**config.mk**
```make
export PLATFORM = sky130hd
export DESIGN_NAME = alu_op_sequencer
export DESIGN_NICKNAME = d
export VERILOG_FILES = /design/src/rtl/alu_op_sequencer.sv
export SDC_FILE = /design/constraint.sdc
export NUM_CORES = 1
export LEC_CHECK = 0
export ABC_AREA = 1
export BUFFER_PORTS_ARGS = -buffer_cell sky130_fd_sc_hd__buf_2
export CAP_MARGIN = 5
export CORE_MARGIN = 2
export CORE_UTILIZATION = 52
export CTS_BUF_LIST = sky130_fd_sc_hd__clkbuf_8
export CTS_CLUSTER_SIZE = 28
export DETAILED_ROUTE_END_ITERATION = 8
export GPL_TIMING_DRIVEN = 0
export PLACE_DENSITY_LB_ADDON = 0.05
export SETUP_SLACK_MARGIN = 0.4
export SKIP_LAST_GASP = 1
export SYNTH_ARGS = -nofsm -noshare
export SYNTH_HDL_FRONTEND = slang
export SYNTH_SLANG_ARGS = --single-unit
```
**constraint.sdc**
```tcl
create_clock -name i_clk -period 1.29 [get_ports i_clk]
set_input_delay 0.3225 -clock i_clk [delete_from_list [all_inputs] [get_ports i_clk]]
set_output_delay 0.3225 -clock i_clk [all_outputs]
set_load 0.02 [all_outputs]
```
**src/rtl/alu_op_sequencer.sv**
```systemverilog
// Sequences A, B and opcode loads from a shared bus into a combinational ALU, then registers the result.
// Optional illegal-opcode checking is enabled by defining ALU_OP_SEQUENCER_OPCHK_EN.
module alu_op_sequencer #(
  parameter int NB_DATA  = 6,
  parameter int NB_OP    = 6,
  parameter int NB_STATE = 2
) (
  input  logic                i_clk,
  input  logic                i_rst_n,
  input  logic [NB_DATA-1:0]  i_data,
  input  logic                i_load,
  input  logic                i_clear,
  input  logic [NB_DATA-1:0]  i_alu_res,
  output logic [NB_DATA-1:0]  o_alu_a,
  output logic [NB_DATA-1:0]  o_alu_b,
  output logic [NB_OP-1:0]    o_alu_op,
  output logic [NB_DATA-1:0]  o_res,
  output logic                o_valid,
  output logic [NB_STATE-1:0] o_state,
  output logic                o_err
);

  typedef enum logic [1:0] {
    S_A    = 2'b00,
    S_B    = 2'b01,
    S_OP   = 2'b10,
    S_EXEC = 2'b11
  } state_t;

  state_t             state_q, state_d;
  logic               load_d;
  logic               load_ev;
  logic [NB_DATA-1:0] a_q, a_d, b_q, b_d, res_q, res_d;
  logic [NB_OP-1:0]   op_q, op_d;
  logic               valid_q, valid_d;

`ifdef ALU_OP_SEQUENCER_OPCHK_EN
  logic err_q, err_d;

  function automatic logic legal_op(input logic [NB_OP-1:0] op);
    case (op)
      NB_OP'(6'b100000), NB_OP'(6'b100010), NB_OP'(6'b100100), NB_OP'(6'b100101),
      NB_OP'(6'b100110), NB_OP'(6'b000011), NB_OP'(6'b000010), NB_OP'(6'b100111):
        legal_op = 1'b1;
      default: legal_op = 1'b0;
    endcase
  endfunction
`endif

  // A held button must produce a single event, so act only on the rising edge of the level.
  assign load_ev = i_load & ~load_d;

  always_ff @(posedge i_clk or negedge i_rst_n) begin
    if (!i_rst_n) begin
      state_q <= S_A;
      load_d  <= 1'b0;
      a_q     <= '0;
      b_q     <= '0;
      op_q    <= '0;
      res_q   <= '0;
      valid_q <= 1'b0;
`ifdef ALU_OP_SEQUENCER_OPCHK_EN
      err_q   <= 1'b0;
`endif
    end else begin
      state_q <= state_d;
      load_d  <= i_load;
      a_q     <= a_d;
      b_q     <= b_d;
      op_q    <= op_d;
      res_q   <= res_d;
      valid_q <= valid_d;
`ifdef ALU_OP_SEQUENCER_OPCHK_EN
      err_q   <= err_d;
`endif
    end
  end

  // Clear outranks any load; the EXEC cycle always completes and ignores load events.
  always_comb begin
    state_d = state_q;
    a_d     = a_q;
    b_d     = b_q;
    op_d    = op_q;
    res_d   = res_q;
    valid_d = valid_q;
`ifdef ALU_OP_SEQUENCER_OPCHK_EN
    err_d   = err_q;
`endif
    if (i_clear) begin
      state_d = S_A;
      a_d     = '0;
      b_d     = '0;
      op_d    = '0;
      res_d   = '0;
      valid_d = 1'b0;
`ifdef ALU_OP_SEQUENCER_OPCHK_EN
      err_d   = 1'b0;
`endif
    end else begin
      case (state_q)
        S_A: if (load_ev) begin
          a_d     = i_data;
          valid_d = 1'b0;
          state_d = S_B;
        end
        S_B: if (load_ev) begin
          b_d     = i_data;
          state_d = S_OP;
        end
        S_OP: if (load_ev) begin
          op_d = i_data[NB_OP-1:0];
`ifdef ALU_OP_SEQUENCER_OPCHK_EN
          if (legal_op(i_data[NB_OP-1:0])) begin
            err_d   = 1'b0;
            state_d = S_EXEC;
          end else begin
            err_d   = 1'b1;
          end
`else
          state_d = S_EXEC;
`endif
        end
        S_EXEC: begin
          res_d   = i_alu_res;
          valid_d = 1'b1;
          state_d = S_A;
        end
        default: state_d = S_A;
      endcase
    end
  end

  assign o_alu_a  = a_q;
  assign o_alu_b  = b_q;
  assign o_alu_op = op_q;
  assign o_res    = res_q;
  assign o_valid  = valid_q;
  assign o_state  = NB_STATE'(state_q);
`ifdef ALU_OP_SEQUENCER_OPCHK_EN
  assign o_err    = err_q;
`else
  assign o_err    = 1'b0;
`endif

endmodule
```
# --- Word-level counts from Yosys, hierarchy flattened ---
# Index checks and enable logic that the tools add are counted.
op_classes:
  n_reduce_logical: 12
  n_mux: 17
  bitwise_logic: 2
  eq_ne: 6
op_table:
  columns: ["cell", "n"]
  rows:
  - ["$mux 6", 9]
  - ["$reduce_bool 2->1", 5]
  - ["$ne 3x3->1 const B", 3]
  - ["$mux 2", 4]
  - ["$pmux 2 s4", 1]
  - ["$reduce_and 2->1", 4]
  - ["$eq 2x2->1 const B", 2]
  - ["$reduce_and 3->1", 1]
  - ["$reduce_bool 3->1", 1]
  - ["$eq 2x1->1 const B", 1]
  - ["$logic_not 2->1", 1]
  - ["$mux 1", 2]
  - ["$pmux 1 s2", 1]
  - ["$and 1x1->1", 1]
  - ["$not 1->1", 1]
totals:
  inputBits: 16
  ff_bits: 28

# --- Depth between registers and ports, before layout ---
logic_depth:
  ltp_word: 5
  depth_mapped: 7

# --- Worst setup path after synthesis ---
# OpenSTA, ideal clock, no wires.
synth_timing:
  kind: "register to register"
  start: "reg state_q[0], in the netlist o_state[0]"
  end: "reg state_q[1], in the netlist o_state[1]"
  period_less_slack_ps: 1266
  setup_slack_ps: 24
  t_arrival_ps: 1149
  required_ps: 1173
  path_stages_with_launch: 7
  path_cell_list: "dfrtp_1 -> inv_1 -> ha_1 -> nor2_1 -> nand2_1 -> nand3_1 -> nand2_1"
synth_via:
  elab_chain_cells: 3
synth_rtl:
  columns: ["item", "line_no", "source"]
  rows:
  - ["start: declaration", "30", "state_t state_q, state_d;"]
  - ["start signal: assignment", "66", "state_q <= state_d;"]
  - ["$eq 2x2->1 (tied with other cells)", "101", "case (state_q)"]
  - ["$pmux 2 s4 or $ne 3x3->1 (tied branches)", null, null]
  - ["$mux 2 or $reduce_and 3->1 (tied branches)", null, null]
# Several ways; a longest one is shown, not always the timed one.
# A chain may end at the register's enable or synchronous reset.

# --- Final worst setup path ---
layout_timing:
  start: "reg state_q[1], in the netlist o_state[1]"
  end: "out o_state[1]"
layout_lines:
  columns: ["item", "line_no", "source"]
  rows:
  - ["end: declaration", "19", "output logic [NB_STATE-1:0] o_state,"]
# No word-level cell between the ends.

==> qor.yml <==
status: "completed"
synth_edf_count: 0
tightest_slew_ns: 0.640
async_reset_ff_share_pct: 100
skew_ns: 0.00966
worstPathRequired_ns: 0.97
synthTopCellsByCount: "nand2_1, dfrtp_1, nand3_1"
synth-compound-area-share_pct: 0.937
fin_nets: 234
final_cells: 243
cp_slowest_cell: "dfrtp_2"
final_area_um2: 2080
first_iter_violations: 15
drcViolationCount: 0
reg2reg_to: "o_alu_b[1]"
crit_fanout: 5
design.core.area_um2: 2450
vias_per_cell: 5.12
rsz0062_at_grt: "true"
power_density_nw_per_um2: 1150
synth_ff_type: "dfrtp_1"
die_width_um: 54.7
htree_num_levels: 1
grt_pass1_vias: 1210
cts_hold_buf: 0
final_antenna_net_count: 0
netlist-cell-type-count: 19
grt_util_all_layers_pct: 24.0
crit_type: "flip-flop to output port"
synth_xor_xnor_area_share_pct: 0
min_period_ns: 1.21
reg2regPathDepth: 6
hold_viol_final: 0
syn_area_um2: 1340
clockRootBuffer: "clkbuf_8"
dr.pass1.iters: 4
synthCells: 153
arrival_ns: 0.89
grt_pass1_wl_um: 5140
finalCritPeriodShare_pct: 94.1
synth_area_leader_cell: "dfrtp_1"
cp_top_family: "flip-flops"
syn_nets: 173
ir_drop_uv: 1070
clock_latency_ns: 0.28
clkTransAtPathRegs_ns: 0.10
place_inst: 224
synth-simple-area-share_pct: 34.7
reg2reg_slack_ns: 0.10
end_kind: "output port"
setup_viol: 0
path_buf_inv: 1
synth_top_area_share_pct: 52.5
dieArea_um2: 2990
diodes: 0
setup_tns_ns: 0
slowest_delay_ns: 0.47
io_pins: 44
muxShareOfSynthArea_pct: 0
fillers: 155
r2r_start: "o_state[0]"
rows: 18
place_area_um2: 1590
yosysMostFrequentCell: "nand2_1"
maxSlewViolCount: 0
p_total_w: 0.00239
maxCapViolCount: 0
seq_area_frac_synth_pct: 52.5
synth_top_family_by_area: "simple AND/OR/NAND/NOR gates"
avgSynthCellArea_um2: 8.73
hold_class: "primary input to async pin"
synthAdderAreaFrac_pct: 3.75
wirelength_um: 3580
cts_buffer_depth: 2
ys_warn_count: 0
hpwl_um: 2130
vias: 1243
gp_congestion: 0.791
grt_overflow: 0
synth.area.top_cells: "dfrtp_1, nand2_1, nand3_1"
critPathLaunchType: "flip-flop"
cts_sinks: 28
synth.ff_latch_count: 28
relSlewSlack_pct: 57.3
area_growth_pct: 55.5
cts_tree: "done"
antenna_found_initial: 0
layout-drive-gt1-share_pct: 46.0
grt_start_max_net_pins: 29
power.leakage_nw: 1.14
max_freq_ghz: 0.824
die_y_um: 54.7
post-route-util_pct: 84.6
io_buffers: 41
cp_cell_sequence: "buf_6"
wl_per_cell_um: 14.7
start_util_pct: 54.4
cts_buffers: 3
==> cell type report <==
class | instances | area, um^2 | area share (%)
Timing Repair Buffer | 56 | 490 | 23.6
Buffer | 5 | 50.0 | 2.41
Sequential cell | 28 | 703 | 33.9
Tap cell | 30 | 37.5 | 1.81
Multi-Input combinational cell | 106 | 666 | 32.1
Clock inverter | 1 | 30.0 | 1.45
Clock buffer | 3 | 41.3 | 1.99
Inverter | 14 | 57.6 | 2.77
==> registers in the layout, summed over array words and instances (netlist names) <==
signal and flops:
o_alu_op 6, o_res 6, o_alu_b 6, o_alu_a 6, o_valid 1, o_state 2
load_d 1
==> where the power goes <==
group | total, W | switching [W] | internal [W]
combinational | 0.000686 | 0.000368 | 0.000317
clock | 0.000688 | 0.000272 | 0.000416
sequential | 0.00101 | 0.0000674 | 0.000947
==> layer usage <==
layer | up-vias | GRT usage, % | share of wire [%]
met5 | - | 0 | 0
met4 | 0 | 10.4 | 1.3
met3 | 6 | 2.73 | 4.3
met2 | 39 | 43.1 | 54
met1 | 601 | 28.6 | 40
li1 | 597 | - | -
==> worst max path at each step <==
stage	startpoint	endpoint	slack (ns)	cells after the start
after global routing	o_state[1]	o_state[1]	0.03	7
after global placement	o_state[1]	o_state[1]	0.18	7
after CTS	o_state[1]	o_state[1]	0.09	1
after floorplan	o_state[1]	o_state[1]	0.17	7
final	o_state[1]	o_state[1]	0.08	1
after detailed placement	o_state[0]	o_state[1]	0.13	7
==> timing repair <==
action | in CTS | in global routing
pin swaps | 1 | 6
gates resized for setup | 63 | 22
endpoints found under the hold margin | 0 | 0
endpoints found under the setup margin | 54 | 54
setup buffers | 9 | 6
==> placed cells by master, fill, tap and decap left out <==
master,n
nor2_8,1
o21bai_1,1
nor2_1,7
nand3_2,1
nand2_4,5
inv_4,2
ha_4,3
dfrtp_1,26
nand3b_1,1
a21oi_1,1
buf_8,1
inv_2,2
inv_1,10
nand2_1,41
bufinv_16,1
clkbuf_8,3
nand3_1,26
buf_6,30
nand2_8,3
conb_1,1
nand2_2,12
ha_1,1
nor2_4,2
dfrtp_2,2
buf_2,15
buf_4,15
==> per-stage QoR <==
| stage | hold WS (ns) | setup slack [ns] |
|---|---|---|
| after floorplan | 0.0269 | 0.166 |
| after global placement | 0.356 | 0.183 |
| after detailed placement | 0.376 | 0.126 |
| after CTS | 0.0659 | 0.0867 |
| after global routing | 0.0982 | 0.0318 |
| final | 0.0605 | 0.0763 |
==> logic make-up (layout without fill, tap and decap cells) <==
group | count (synthesis) | after routing
AND/OR/NAND/NOR | 99 | 99
flip-flops | 28 | 28
buffers and inverters | 19 | 79
adder cells (fa/ha/maj) | 4 | 4
AO/OA/AOI/OAI | 2 | 2
other | 1 | 1
No activity file was read; power rests on OpenSTA's default activity.
